`src/rtl/fetch_pkg.sv`:
```
// Shared definitions for the instruction fetch unit: default widths, the
// queue entry layout and the byte stride between sequential instructions.
package fetch_pkg;

   localparam int unsigned DEF_ADDR_W  = 32;
   localparam int unsigned DEF_DATA_W  = 32;
   localparam int unsigned INSTR_BYTES = DEF_DATA_W / 8;
   localparam logic [DEF_ADDR_W-1:0] DEF_RESET_PC = '0;

   // Layout of one prefetch queue entry at the default widths.
   typedef struct packed {
      logic [DEF_DATA_W-1:0] instr;
      logic [DEF_ADDR_W-1:0] pc;
   } fq_entry_t;

   function automatic int unsigned instr_bytes(input int unsigned data_w);
      return data_w / 8;
   endfunction

endpackage

```
`src/rtl/sync_fifo.sv`:
```
// Synchronous FIFO with first-word-fall-through read and a synchronous clear.
// DEPTH must be a power of two so the pointers wrap naturally.
module sync_fifo #(
   parameter int unsigned WIDTH = 8,
   parameter int unsigned DEPTH = 4
) (
   input  logic                     clk,
   input  logic                     reset,
   input  logic                     clear,
   input  logic                     push,
   input  logic [WIDTH-1:0]         wdata,
   input  logic                     pop,
   output logic [WIDTH-1:0]         rdata,
   output logic                     empty,
   output logic                     full,
   output logic [$clog2(DEPTH):0]   count
);

   localparam int unsigned PW = $clog2(DEPTH);
   localparam int unsigned CW = PW + 1;

   logic [WIDTH-1:0] mem [DEPTH];
   logic [PW-1:0]    wr_ptr;
   logic [PW-1:0]    rd_ptr;
   logic [CW-1:0]    cnt;
   logic             do_push;
   logic             do_pop;

   // A push into a full FIFO is accepted only when the head leaves the same cycle.
   assign do_pop  = pop && (cnt != '0);
   assign do_push = push && ((cnt != CW'(DEPTH)) || do_pop);

   always_ff @(posedge clk) begin
      if (reset || clear) begin
         wr_ptr <= '0;
         rd_ptr <= '0;
         cnt    <= '0;
      end else begin
         if (do_push) wr_ptr <= wr_ptr + PW'(1);
         if (do_pop)  rd_ptr <= rd_ptr + PW'(1);
         cnt <= cnt + CW'(do_push) - CW'(do_pop);
      end
   end

   always_ff @(posedge clk) begin
      if (do_push) mem[wr_ptr] <= wdata;
   end

   assign rdata = mem[rd_ptr];
   assign empty = (cnt == '0);
   assign full  = (cnt == CW'(DEPTH));
   assign count = cnt;

endmodule

```
`src/rtl/fetch_queue.sv`:
```
// Instruction fetch unit with a prefetch queue in front of a variable-latency,
// in-order instruction memory; redirects flush the queue and drop stale replies.
module fetch_queue
   import fetch_pkg::*;
#(
   parameter int unsigned        ADDR_W   = DEF_ADDR_W,
   parameter int unsigned        DATA_W   = DEF_DATA_W,
   parameter int unsigned        DEPTH    = 4,
   parameter logic [ADDR_W-1:0]  RESET_PC = ADDR_W'(DEF_RESET_PC)
) (
   input  logic                clk,
   input  logic                reset,
   output logic                mem_req,
   output logic [ADDR_W-1:0]   mem_addr,
   input  logic                mem_gnt,
   input  logic                mem_rvalid,
   input  logic [DATA_W-1:0]   mem_rdata,
   input  logic                redirect,
   input  logic [ADDR_W-1:0]   redirect_addr,
   output logic                instr_valid,
   output logic [DATA_W-1:0]   instr,
   output logic [ADDR_W-1:0]   instr_pc,
   output logic [ADDR_W-1:0]   instr_pc4,
   input  logic                instr_ready
);

   localparam int unsigned CW   = $clog2(DEPTH) + 1;
   localparam int unsigned SW   = CW + 1;
   localparam int unsigned STEP = instr_bytes(DATA_W);

   typedef struct packed {
      logic [DATA_W-1:0] instr;
      logic [ADDR_W-1:0] pc;
   } entry_t;

   logic [ADDR_W-1:0] fetch_pc;
   logic [CW-1:0]     count;
   logic [CW-1:0]     outstanding;
   logic [CW-1:0]     discard;
   logic [SW-1:0]     credits_used;
   logic              issue;
   logic              rsp;
   logic              keep;
   logic              pop;
   logic [ADDR_W-1:0] rsp_addr;
   entry_t            wr_entry;
   entry_t            head;
   logic              iq_empty;
   logic              iq_full;
   logic              aq_empty;
   logic              aq_full;

   // Every queued word and every in-flight request holds one credit, so a reply always has room.
   assign credits_used = SW'(count) + SW'(outstanding);
   assign mem_req      = !reset && !redirect && (credits_used < SW'(DEPTH));
   assign mem_addr     = fetch_pc;
   assign issue        = mem_req && mem_gnt;

   assign rsp         = mem_rvalid && !aq_empty;
   assign keep        = rsp && !redirect && (discard == '0);
   assign instr_valid = !reset && !iq_empty;
   assign pop         = instr_valid && instr_ready && !redirect;

   // Addresses of in-flight requests; its occupancy is the outstanding count.
   sync_fifo #(.WIDTH(ADDR_W), .DEPTH(DEPTH)) u_addr_q (
      .clk   (clk),
      .reset (reset),
      .clear (1'b0),
      .push  (issue),
      .wdata (fetch_pc),
      .pop   (rsp),
      .rdata (rsp_addr),
      .empty (aq_empty),
      .full  (aq_full),
      .count (outstanding)
   );

   assign wr_entry = '{instr: mem_rdata, pc: rsp_addr};

   sync_fifo #(.WIDTH(DATA_W + ADDR_W), .DEPTH(DEPTH)) u_instr_q (
      .clk   (clk),
      .reset (reset),
      .clear (redirect),
      .push  (keep),
      .wdata (wr_entry),
      .pop   (pop),
      .rdata (head),
      .empty (iq_empty),
      .full  (iq_full),
      .count (count)
   );

   // Fetch pointer and the number of stale replies still to be dropped.
   always_ff @(posedge clk) begin
      if (reset) begin
         fetch_pc <= RESET_PC;
         discard  <= '0;
      end else if (redirect) begin
         fetch_pc <= redirect_addr;
         discard  <= outstanding - CW'(rsp);
      end else begin
         if (issue) fetch_pc <= fetch_pc + ADDR_W'(STEP);
         if (rsp && (discard != '0)) discard <= discard - CW'(1);
      end
   end

   assign instr     = head.instr;
   assign instr_pc  = head.pc;
   assign instr_pc4 = head.pc + ADDR_W'(STEP);

   rsp_without_request: assert property (@(posedge clk) disable iff (reset)
      !(mem_rvalid && aq_empty));
   queue_overflow: assert property (@(posedge clk) disable iff (reset)
      !(keep && iq_full && !pop));
   request_overflow: assert property (@(posedge clk) disable iff (reset)
      !(issue && aq_full));

endmodule

```
`config.mk`:
```
export PLATFORM = sky130hd
export DESIGN_NAME = fetch_queue
export DESIGN_NICKNAME = d
export VERILOG_FILES = /design/src/rtl/fetch_pkg.sv /design/src/rtl/sync_fifo.sv /design/src/rtl/fetch_queue.sv
export SDC_FILE = /design/constraint.sdc
export NUM_CORES = 1
export LEC_CHECK = 0
export BUFFER_PORTS_ARGS = -buffer_cell sky130_fd_sc_hd__clkbuf_2
export CAP_MARGIN = 20
export CORE_MARGIN = 5
export CORE_UTILIZATION = 45
export CTS_BUF_LIST = sky130_fd_sc_hd__clkbuf_8
export DETAILED_ROUTE_END_ITERATION = 7
export MAX_ROUTING_LAYER = met4
export PLACE_DENSITY = 0.64
export SLEW_MARGIN = 25
export SYNTH_ARGS = -nofsm -noshare
export SYNTH_HDL_FRONTEND = slang
export SYNTH_SLANG_ARGS = --single-unit
export TNS_END_PERCENT = 30
```
`constraint.sdc`:
```
create_clock -name clk -period 3.25 [get_ports clk]
set_input_delay 0.1625 -clock clk [delete_from_list [all_inputs] [get_ports clk]]
set_output_delay 0.1625 -clock clk [all_outputs]
set_load 0.01 [all_outputs]
```
* After elaboration in Yosys (flattened, before gate mapping) *
Memories as Yosys holds them, arrays and structs flattened. A register that Yosys moved wholly into a read port is not among the register bits.
Cells that the tools add are included.

storage, ports and cells
  bits of input ports = 70
  flip-flop bits (word level) = 49
  logic and storage cells = 67
  RAM bits = 384
  memories = 2

memories
  memory         depth  width  rd ports  clocked after memory_dff  write ports  line             text
  u_instr_q.mem  4      64     1         1                         1            sync_fifo.sv:22  logic [WIDTH-1:0] mem [DEPTH];
  u_addr_q.mem   4      32     1         1                         1            sync_fifo.sv:22

cells by class
  eq/ne operators = 2
  magnitude comparators = 1
  multiplexer cells = 12
  reductions and logical operators = 29
  add/subtract/negate cells = 13

operator list
  kind                                                                   number
  32-bit by 3-bit adder with 32-bit output (second input constant)       2
  32-bit 2-to-1 mux                                                      2
  1-bit logical AND                                                      14
  3-bit logical NOT                                                      3
  3-bit nonzero test                                                     3
  3-bit by 1-bit subtractor with 3-bit output                            3
  2-bit by 1-bit adder with 2-bit output (second input constant)         4
  2-bit 2-to-1 mux                                                       4
  3-bit by 1-bit adder with 3-bit output                                 2
  3-bit 2-to-1 mux                                                       2
  3-bit inequality test (second input constant)                          2
  3-bit by 3-bit adder with 4-bit output                                 1
  1-bit logical NOT                                                      4
  4-bit by 3-bit < comparator with 1-bit output (second input constant)  1
  1-bit 2-to-1 mux                                                       4
  2-bit nonzero test                                                     2
  1-bit logical OR                                                       3
  3-bit by 1-bit subtractor with 3-bit output (second input constant)    1

* Longest topological paths before layout *
Gate-level depths: netlist of the first run.

  word-level depth = 10
  gate-level depth with buffers = 9

* Modules after synthesis *
From an unflattened synthesis of the first run, not the netlist that was laid out.

second synthesis, totals
  cells, all modules = 930
  area, all modules = 17364.2 µm²

modules (own cells, without submodules)
  module                  area an instance (µm²)  times used  cells an instance
  sync_fifo at u_instr_q  9664.3                  1           381
  sync_fifo at u_addr_q   5066.1                  1           214
  fetch_queue             2633.8                  1           335

* Least setup slack after synthesis of the first run *
OpenSTA, ideal clock, no wires.

  kind = flip-flop to flip-flop
  start point = reg u_addr_q.cnt[1] (netlist: u_addr_q.count[1])
  end point = mem u_instr_q.mem[1][0] (netlist name), enable pin
  period minus slack after synthesis = 3.186 ns
  stages on the path, launching flop included = 4
  path buffers = 0
  arrival = 2.757 ns
  library setup time = 0.429 ns
  data required time = 2.821 ns
  slack = 0.064 ns
  path through = dfxtp_1 > o31a_1 > nor4b_2 > and2_1

between the ends
  cells in the longest elaborated chain, start to end = 8

ends and longest elaborated chain
  what                                    line               text
  from (decl)                             sync_fifo.sv:25    logic [CW-1:0] cnt;
  from (signal assigned)                  sync_fifo.sv:41    cnt <= cnt + CW'(do_push) - CW'(do_pop);
  3-bit logical NOT                       sync_fifo.sv:50    assign empty = (cnt == '0);
  1-bit logical NOT                       fetch_queue.sv:59  assign rsp = mem_rvalid && !aq_empty;
  1-bit logical AND                       fetch_queue.sv:59
  1-bit logical AND (2 in series)         fetch_queue.sv:60  assign keep = rsp && !redirect && (discard == '0);
  1-bit logical AND                       sync_fifo.sv:31    assign do_push = push && ((cnt != CW'(DEPTH)) || do_pop);
  via u_instr_q.do_push                   sync_fifo.sv:26    logic do_push;
  1-bit 2-to-1 mux                        sync_fifo.sv:46    if (do_push) mem[wr_ptr] <= wdata;
  1-bit 2-to-1 mux (not written as such)  sync_fifo.sv:46
  to (decl)                               sync_fifo.sv:22

The timed path passes the listed nets, and every way through them passes these cells.

==> out/results.ini, run 1 <==
[outcome]
status=complete, no violations

[worst_setup_path]
crit_arrival_ns=2.86
critPathKind=reg2out
cp.required_ns=3.09
cp-end-kind=output port
cp_max_fo=12
regToRegSetupSlack_ns=0.46
rr_worst_depth=9
start_kind=flip-flop
r2r-end=u_addr_q.count[2]$_SDFF_PP0_
r2r-start=u_addr_q.count[1]$_SDFF_PP0_

[yosys]
avgSynthCellArea_sq_um=18.47
synth_most_common_cell=edfxtp_1
synth_top_family_by_area=multiplexers
synthXorXnorAreaFrac_pct=2.413
syn-cell-area_sq_um=17420
syn-num-nets=1035
synth_compound_area_share_pct=2.693
synth_commonest_cells=edfxtp_1, mux4_2, dfxtp_1, nor2_1, nand2_1
synthAdderAreaFrac_pct=1.666
ys_types=60
yosysTopAreaCellShare_pct=66.19
yosysWarnings=0
syn_inst=943
synth_edf_count=384
yosys.area_share.simple_pct=6.313
synth-seq-area-share_pct=72.28
synth_top_cells_by_area=edfxtp_1, mux4_2, dfxtp_1
synthArstFlopShare_pct=0
yosys_most_used_dff=edfxtp_1
synth-seq-cells=437
yosysTopAreaCell=edfxtp_1
synth_mux_area_share_pct=12.89

[timing]
slew_headroom_pct=47.70
setup_viol=0
rsz0062_at_grt=true
max_freq_mhz=330.5
finalHoldViolCount=0
fin_skew_ns=0.03179
finalCritPeriodShare_pct=93.09
finalMaxSlewViolations=0
period_needed_ns=3.026
tightest_slew_ns=0.7773

[routing]
wl_um=36620
vias_per_cell=5.231
drc_errors=0
vias=9656
drtPass1Iterations=5
antenna_left=0
drtIter0Drc=485
wl_per_cell_um=19.84

[grt]
grt_pass1_vias=10044
grt_start_max_net_pins=65
grt_usage_pct=17.73
grt_antenna_before_repair=0
grt_pass1_wl_um=56270
overflow=0

[pwr]
p_leak_nw=7.446
irDropWorstVdd_uv=293.9
power.density_nw_per_um2=604.9

[clock_network]
cts_tree=yes
clock-sinks=437
path_clk_slew_ns=0.06
clk_latency_ns=0.59
htreeDepth=3
cts_made_buffers=72
cts_buffer_depth=3
cts-root-buf=clkbuf_8

[floorplan]
core.rowCount=72
boundaryPins=200
initial_utilization_pct=45.29
die_w_um=206.8
die_area_sq_um=42750
core_sq_um=38470
fp.dieH_um=206.8

[cells_and_area]
final_util_pct=55.52
final_nets=1367
instances_no_fill=1846
syn2layout_area_growth_pct=22.60
diodes=0
final_layout_size_suffix_gt1_share_pct=33.36

[min_path]
hp-class=in2reg
whs_endpoint=discard[0]$_SDFFE_PP0P_
min_path_cells=4
hold_start=mem_rvalid

[placed_design]
place_congestion=0.7976
dp_cells=1648
place_hpwl_um=23290
io_buffers=199

[flow_run]
maxCapViolations=0

[cell type report]
type | instances | area, sq um
flip-flops and latches | 437 | 12600
multi-input cells | 440 | 4542
fillers | 3048 | 17110
inverters | 26 | 97.59
clock inverters | 45 | 292.8
clock buffers | 82 | 1129
well taps | 518 | 648.1
repair buffers | 298 | 2047
[repair_timing]
item | 4_1_cts | 5_1_grt
gates cloned | 0 | 0
setup buffers | 1 | 0
hold endpoints to repair | 165 | 0
hold buffers | 70 | 0
setup endpoints to repair | 11 | 5
pin swaps | 0 | 0
resized for setup | 1 | 2
[cell families (layout without fill, tap and decap cells)]
logic type | count (synthesis) | count (layout)
compound gates | 71 | 71
xor+xnor | 48 | 48
fa+ha+maj | 22 | 22
buf+inv | 66 | 451
flops | 437 | 437
mux | 103 | 103
simple gates | 196 | 196
[stage by stage]
stage	cell area [sq um]	TNS [ns]	worst slack [ns]	hold WS [ns]	power [W]
final	21360	0	0.2245	0.08037	0.01292
after floorplan	17420	0	0.06400	0.2614	0.007689
after detailed placement	19210	0	0.4857	0.3827	0.008302
after CTS	21350	0	0.02483	0.03481	0.01311
after global routing	21360	-0.01297	-0.01297	0.05906	0.01353
after global placement	19210	0	0.5459	0.3800	0.008271
[worst max-delay path by stage]
stage	startpoint	to	cells after the start
finish	flip-flop	instr_pc4[31]	7
global route	flip-flop	instr_pc4[31]	7
CTS	flip-flop	instr_pc4[30]	7
detailed placement	u_addr_q.count[1]$_SDFF_PP0_	u_addr_q.count[2]$_SDFF_PP0_	9
global placement	flip-flop	instr_pc4[16]	7
floorplan	u_addr_q.count[1]$_SDFF_PP0_	u_instr_q.mem[1][0]$_DFFE_PP_	3
[report_power, final]
group / internal [W] / leakage [nW] / total [W] / switching [W]
clock network: 0.00262 / 0.812 / 0.00469 / 0.00207
logic: 0.000728 / 2.71 / 0.00162 / 0.000893
registers: 0.00647 / 3.92 / 0.00661 / 0.000134
total: 0.00982 / 7.45 / 0.0129 / 0.00310
[critical path, stage by stage, from the launching register on]
cell and delay [ns]:
dfxtp_4 0.51, buf_8 0.23, mux4_2 0.31, and3_4 0.22, nand4b_4 0.22, nor4_4 0.36, xor2_1 0.25, clkbuf_2 0.18
[cell usage in the layout (no fill, tap or decap), drive strengths merged, types with 29 or more instances in the layout]
| cell type | count |
|---|---|
| edfxtp | 384 |
| nor2 | 46 |
| mux4 | 96 |
| dlygate4sd3 | 70 |
| clkbuf | 281 |
| nand2 | 40 |
| dfxtp | 53 |
| inv | 51 |
| buf | 29 |
[flip-flops by register name, indices dropped and copies added (netlist names), named ones only]
signal            flops
u_instr_q.mem       256
u_instr_q.rd_ptr      2
u_instr_q.count       3
u_instr_q.wr_ptr      2
mem_addr             32
u_addr_q.wr_ptr       2
discard               3
u_addr_q.rd_ptr       2
u_addr_q.count        3
u_addr_q.mem        128
[metal layers]
metal  GRT usage, %  part of all wire (%)  vias up
met1          23.81                    44     4792
li1               -                     -     4470
met4          5.005                   1.8        0
met2          28.14                    48      327
met3          3.390                   6.4       67
met5              -                     0        -
No activity file was read; power rests on OpenSTA's default activity.
==> inputs of run 2 (changes only) <==
SETUP_SLACK_MARGIN = 0.4   (was default)
==> out/results.ini, run 2 (synthesis gave the netlist of run 1 again) <==
[worst_setup_path]
path_cells=buf_12 > mux4_2 > and3_4 > nand4b_4 > buf_8 > nor2_1 > xor2_1 > buf_2
cp.required_ns=3.09  ; about the same
start_kind=flip-flop
cp-end-kind=output port
cp_max_fo=10  ; -2
crit_arrival_ns=2.80  ; -0.06 ns
critPathKind=reg2out
slowest_stage=mux4_2
slowest_delay_ns=0.55  ; +0.04 ns

[timing]
fin_skew_ns=0.01848  ; -0.01331 ns
max_freq_mhz=337.6  ; +2.1%
tightest_slew_ns=0.7707  ; -0.006591 ns
slew_headroom_pct=48.57  ; +0.86 points
finalMaxSlewViolations=0  ; unchanged
finalCritPeriodShare_pct=91.14  ; -1.9 points
setup_viol=0  ; unchanged
period_needed_ns=2.962  ; -0.06333 ns
finalHoldViolCount=0  ; unchanged
setup-tns-final_ns=0  ; unchanged
rsz0062_at_grt=true

[placed_design]
place_congestion=0.7978  ; about the same
io_buffers=199  ; unchanged
post_dp_cell_area_sq_um=19300  ; +0.44%
place_hpwl_um=23980  ; +3.0%

[cells_and_area]
syn2layout_area_growth_pct=24.51
final_layout_size_suffix_gt1_share_pct=35.98  ; +2.6 points
seq_area_sq_um=12600  ; unchanged
final_util_pct=56.39  ; +0.87 points
regMostFlops=u_instr_q.mem
layout_common_cells=edfxtp_1, clkbuf_2, mux4_2, clkbuf_8, dlygate4sd3_1
fin_area_sq_um=21690  ; +1.6%
largest_register_ffs=256  ; unchanged
diodes=0  ; unchanged
final_nets=1395  ; +2.0%
fillers=2979  ; -2.3%
multi_input_area_sq_um=4638  ; +2.1%
layout_commonest_cell=edfxtp_1

[clock_network]
path_clk_slew_ns=0.06  ; about the same
clock-sinks=437  ; unchanged
clk_latency_ns=0.60  ; about the same
cts-root-buf=clkbuf_8
htreeDepth=3  ; unchanged
cts_buffer_depth=3  ; unchanged
cts_made_buffers=72  ; unchanged
cts_tree=yes

[flow_run]
maxCapViolations=0  ; unchanged

[routing]
drtIter0Drc=452  ; -6.8%
vias_per_cell=5.230  ; about the same
drc_errors=0  ; unchanged
antenna_left=0  ; unchanged
wl_per_cell_um=20.02  ; +0.91%
drtPass1Iterations=5  ; unchanged
vias=9832  ; +1.8%
wl_um=37630  ; +2.8%

[floorplan]
core_sq_um=38470  ; unchanged
die_w_um=206.8  ; unchanged
core.rowCount=72  ; unchanged
die_area_sq_um=42750  ; unchanged
boundaryPins=200  ; unchanged
initial_utilization_pct=45.29  ; unchanged
fp.dieH_um=206.8  ; unchanged

[pwr]
p_seq_share_pct=52.0  ; +0.9 points
p_int_w=0.009608  ; -2.2%
p_comb_share_pct=12.9  ; +0.4 points
power_w=0.01271  ; -1.6%
switchingPower_w=0.003106  ; +0.23%
power.density_nw_per_um2=586.2  ; -3.1%
sw_frac_of_total_pct=24.43  ; +0.44 points
p_leak_nw=7.624  ; +2.4%
irDropWorstVdd_uv=337.7  ; +15%
clockPowerShare_pct=35.1  ; -1.2 points

[grt]
grt_pass1_vias=10109  ; +0.65%
grt_pass1_wl_um=58370  ; +3.7%
grt_antenna_before_repair=0  ; unchanged
grt_usage_pct=18.41  ; +0.69 points
overflow=0  ; unchanged
grt_start_max_net_pins=65  ; unchanged

[min_path]
hp-class=in2reg

[outcome]
status=complete, no violations

==> run 2: changes by cell type in the layout (fill, tap and decap cells not counted), moves of 7 or more <==
cell / previous run / this run
clkinv_1: 9 / 21
clkbuf_2: 199 / 191
buf_4: 18 / 44
buf_2: 0 / 7
==> run 2: worst paths after layout <==
kind / startpoint / endpoint / slack (ns) / cells after the start
worst min-delay path: mem_gnt / mem_addr[4]$_SDFFE_PP0P_ / 0.04 / 5
worst min register to register: u_instr_q.rd_ptr[0]$_SDFFE_PP0P_ / flip-flop / 0.53 / 2
worst max register to register: u_addr_q.count[1]$_SDFF_PP0_ / mem_addr[22]$_SDFFE_PP0P_ / 0.62 / 6
worst max-delay path: flip-flop / instr_pc4[17] / 0.29 / 8
==> run 2: routing by layer <==
| layer | part of all wire, % | vias up | global-route usage, % |
|---|---|---|---|
| met5 | 0 | - | - |
| met4 | 2.2 | 0 | 5.524 |
| met3 | 5.6 | 63 | 3.890 |
| met2 | 48 | 324 | 28.61 |
| met1 | 44 | 4910 | 24.89 |
| li1 | - | 4535 | - |
==> run 2: final cells by class <==
| type | instances | share of cell area, % |
|---|---|---|
| repair buffers | 326 | 10.79 |
| clock buffers | 79 | 5.013 |
| multi-input cells | 440 | 21.38 |
| well taps | 518 | 2.988 |
| clock inverters | 54 | 1.286 |
| flip-flops and latches | 437 | 58.09 |
| inverters | 26 | 0.4499 |
==> run 2: power groups by stage <==
stage	combinational (W)	sequential [W]	clock (W)
finish	0.00164	0.00661	0.00447
floorplan	0.000994	0.00669	0
global route	0.00181	0.00663	0.00488
global placement	0.00153	0.00671	0
CTS	0.00166	0.00661	0.00460
detailed placement	0.00156	0.00672	0
==> run 2: metrics by stage <==
step	cells	worst slack [ns]	hold slack, ns
final	1880	0.2878	0.04400
after global routing	1880	0.1458	0.05005
after detailed placement	1655	0.5788	0.3896
after global placement	1655	0.6064	0.3814
after floorplan	943	0.06469	0.2614
after CTS	1873	0.2028	0.0006069
==> run 2: critical path, delay by kind of cell (launching register included) <==
kind                   cells  cell delay, ns
XOR/XNOR                   1            0.26
flip-flops                 1            0.44
multiplexers               1            0.55
AND/OR/NAND/NOR            3            0.43
buffers and inverters      3            0.52
==> run 2: timing repair <==
| action | in CTS | in global routing |
|---|---|---|
| pin swaps | 4 | 6 |
| hold buffers | 67 | 0 |
| endpoints found under the setup margin | 46 | 47 |
| gates resized for setup | 23 | 19 |
| gates cloned | 1 | 0 |
| setup buffers | 17 | 7 |
| endpoints found under the hold margin | 169 | 0 |
==> inputs of run 3 (changes only) <==
PLACE_DENSITY = 0.61   (was 0.64)
clock period = 3.1 ns   (was 3.25 ns; I/O delays follow)
==> out/results.ini, run 3 (synthesis gave the netlist of run 1 again) <==
[timing]
finalMaxSlewViolations=0  ; unchanged
slew_headroom_pct=47.92  ; -0.64 points
max_freq_mhz=344.8
setup_viol=0  ; unchanged
finalCritPeriodShare_pct=93.56
rsz0062_at_grt=true
tightest_slew_ns=0.7803  ; +0.009656 ns
fin_skew_ns=0.03544  ; +0.01696 ns
finalHoldViolCount=0  ; unchanged
period_needed_ns=2.900

[cells_and_area]
final_nets=1408  ; +0.93%
layout_commonest_cell=edfxtp_1
syn2layout_area_growth_pct=24.42  ; about the same
final_util_pct=56.35  ; about the same
final_layout_size_suffix_gt1_share_pct=36.47  ; +0.49 points
instances_no_fill=1889  ; +0.48%
diodes=0  ; unchanged
largest_register_ffs=256  ; unchanged
regMostFlops=u_instr_q.mem
layout_common_cells=edfxtp_1, clkbuf_2, mux4_2, clkbuf_8, dlygate4sd3_1

[pwr]
irDropWorstVdd_uv=393.5  ; +17%
p_leak_nw=7.675  ; +0.68%
power.density_nw_per_um2=607.4  ; +3.6%

[floorplan]
fp.dieH_um=206.8  ; unchanged
boundaryPins=200  ; unchanged
core_sq_um=38470  ; unchanged
core.rowCount=72  ; unchanged
die_w_um=206.8  ; unchanged
initial_utilization_pct=45.29  ; unchanged
die_area_sq_um=42750  ; unchanged

[grt]
grt_antenna_before_repair=0  ; unchanged
grt_start_max_net_pins=65  ; unchanged
grt_pass1_vias=10338  ; +2.3%
grt_pass1_wl_um=58750  ; +0.65%
grt_usage_pct=18.53  ; +0.11 points
overflow=0  ; unchanged

[worst_setup_path]
cp_max_fo=7  ; -3
critPathKind=reg2out
slowest_delay_ns=0.72  ; +0.17 ns
crit_arrival_ns=2.75  ; -0.05 ns
regToRegSetupSlack_ns=0.56  ; -0.06 ns
cp.required_ns=2.94  ; -0.15 ns
slowest_stage=mux4_1
path_cells=mux4_1 > and4_4 > nand4b_4 > nor2_1 > xor2_1 > clkbuf_2
start_kind=flip-flop
cp-end-kind=output port

[flow_run]
maxCapViolations=0  ; unchanged

[clock_network]
path_clk_slew_ns=0.06  ; about the same
clock-sinks=437  ; unchanged
htreeDepth=3  ; unchanged
cts-root-buf=clkbuf_8
cts_buffer_depth=3  ; unchanged
clk_latency_ns=0.61  ; about the same
cts_tree=yes
cts_made_buffers=72  ; unchanged

[outcome]
status=complete, no violations

[routing]
drtIter0Drc=489  ; +8.2%
antenna_left=0  ; unchanged
drtPass1Iterations=5  ; unchanged
wl_um=38440  ; +2.1%
drc_errors=0  ; unchanged
vias_per_cell=5.269  ; +0.75%
wl_per_cell_um=20.35  ; +1.7%
vias=9953  ; +1.2%

[placed_design]
place_congestion=0.8208  ; +2.9%
dp_cells=1661  ; +0.36%
place_hpwl_um=25300  ; +5.5%
io_buffers=199  ; unchanged

[min_path]
hp-class=in2reg

[run 3: cell types whose count changed in the layout (fill, tap and decap cells not counted), moves of 3 or more]
cell and delta:
nor2_2 -3, buf_4 +12, dlygate4sd3_1 +3, clkbuf_8 -4
nor2_1 +3, buf_12 -4, clkinv_1 -10, inv_6 +3
inv_1 +10
[run 3: what timing repair did]
item / CTS / global route
setup buffers: 25 / 4
endpoints found under the setup margin: 43 / 50
hold buffers: 70 / 0
pin swaps: 11 / 4
gates resized for setup: 33 / 14
endpoints found under the hold margin: 168 / 0
[run 3: metrics by stage]
stage          setup slack [ns]  setup TNS, ns  area, sq um  power (W)  hold WS, ns
6_report                 0.1997              0        21670    0.01316      0.05556
5_1_grt                 0.03379              0        21670    0.01380      0.04638
4_1_cts                  0.1385              0        21590    0.01335      0.01113
3_5_place_dp             0.4503              0        19270   0.008737       0.3821
3_3_place_gp             0.4830              0        19270   0.008704       0.3754
2_1_floorplan          -0.08531         -10.92        17420   0.008060       0.2539
[run 3: cell type report]
cell class	instances	area [sq um]
clock buffer	75	1032
timing repair buffer	339	2375
tap	518	648.1
sequential	437	12600
fill	3047	16790
inverter	26	97.59
clock inverter	54	241.5
multi-input combinational	440	4679
[run 3: routing by layer]
| layer | wire (um) | GRT usage (%) |
|---|---|---|
| met5 | 0 | - |
| met4 | 716 | 4.863 |
| met3 | 2652 | 3.781 |
| met2 | 18150 | 28.81 |
| met1 | 16920 | 25.42 |
[run 3: power breakdown]
| part | internal [W] | total (W) | switching, W | leakage [nW] |
|---|---|---|---|---|
| Sequential | 0.00679 | 0.00693 | 0.000139 | 3.92 |
| Clock | 0.00225 | 0.00444 | 0.00218 | 0.753 |
| Combinational | 0.000819 | 0.00180 | 0.000983 | 3.00 |
[run 3: worst paths after layout]
| kind | from | endpoint | cells after the start |
|---|---|---|---|
| min | mem_rvalid | discard[0]$_SDFFE_PP0P_ | 4 |
| max reg2reg | u_addr_q.count[1]$_SDFF_PP0_ | mem_addr[22]$_SDFFE_PP0P_ | 6 |
| min reg2reg | u_instr_q.rd_ptr[1]$_SDFFE_PP0P_ | flip-flop | 2 |
| max | flip-flop | instr_pc4[17] | 6 |
[run 3: worst max-delay path, delay by kind of cell, from the launching register on]
family / cells / cell delay, ns
multiplexers: 1 / 0.72
AND/OR/NAND/NOR: 3 / 0.50
flip-flops: 1 / 0.47
XOR/XNOR: 1 / 0.25
buffers and inverters: 1 / 0.19
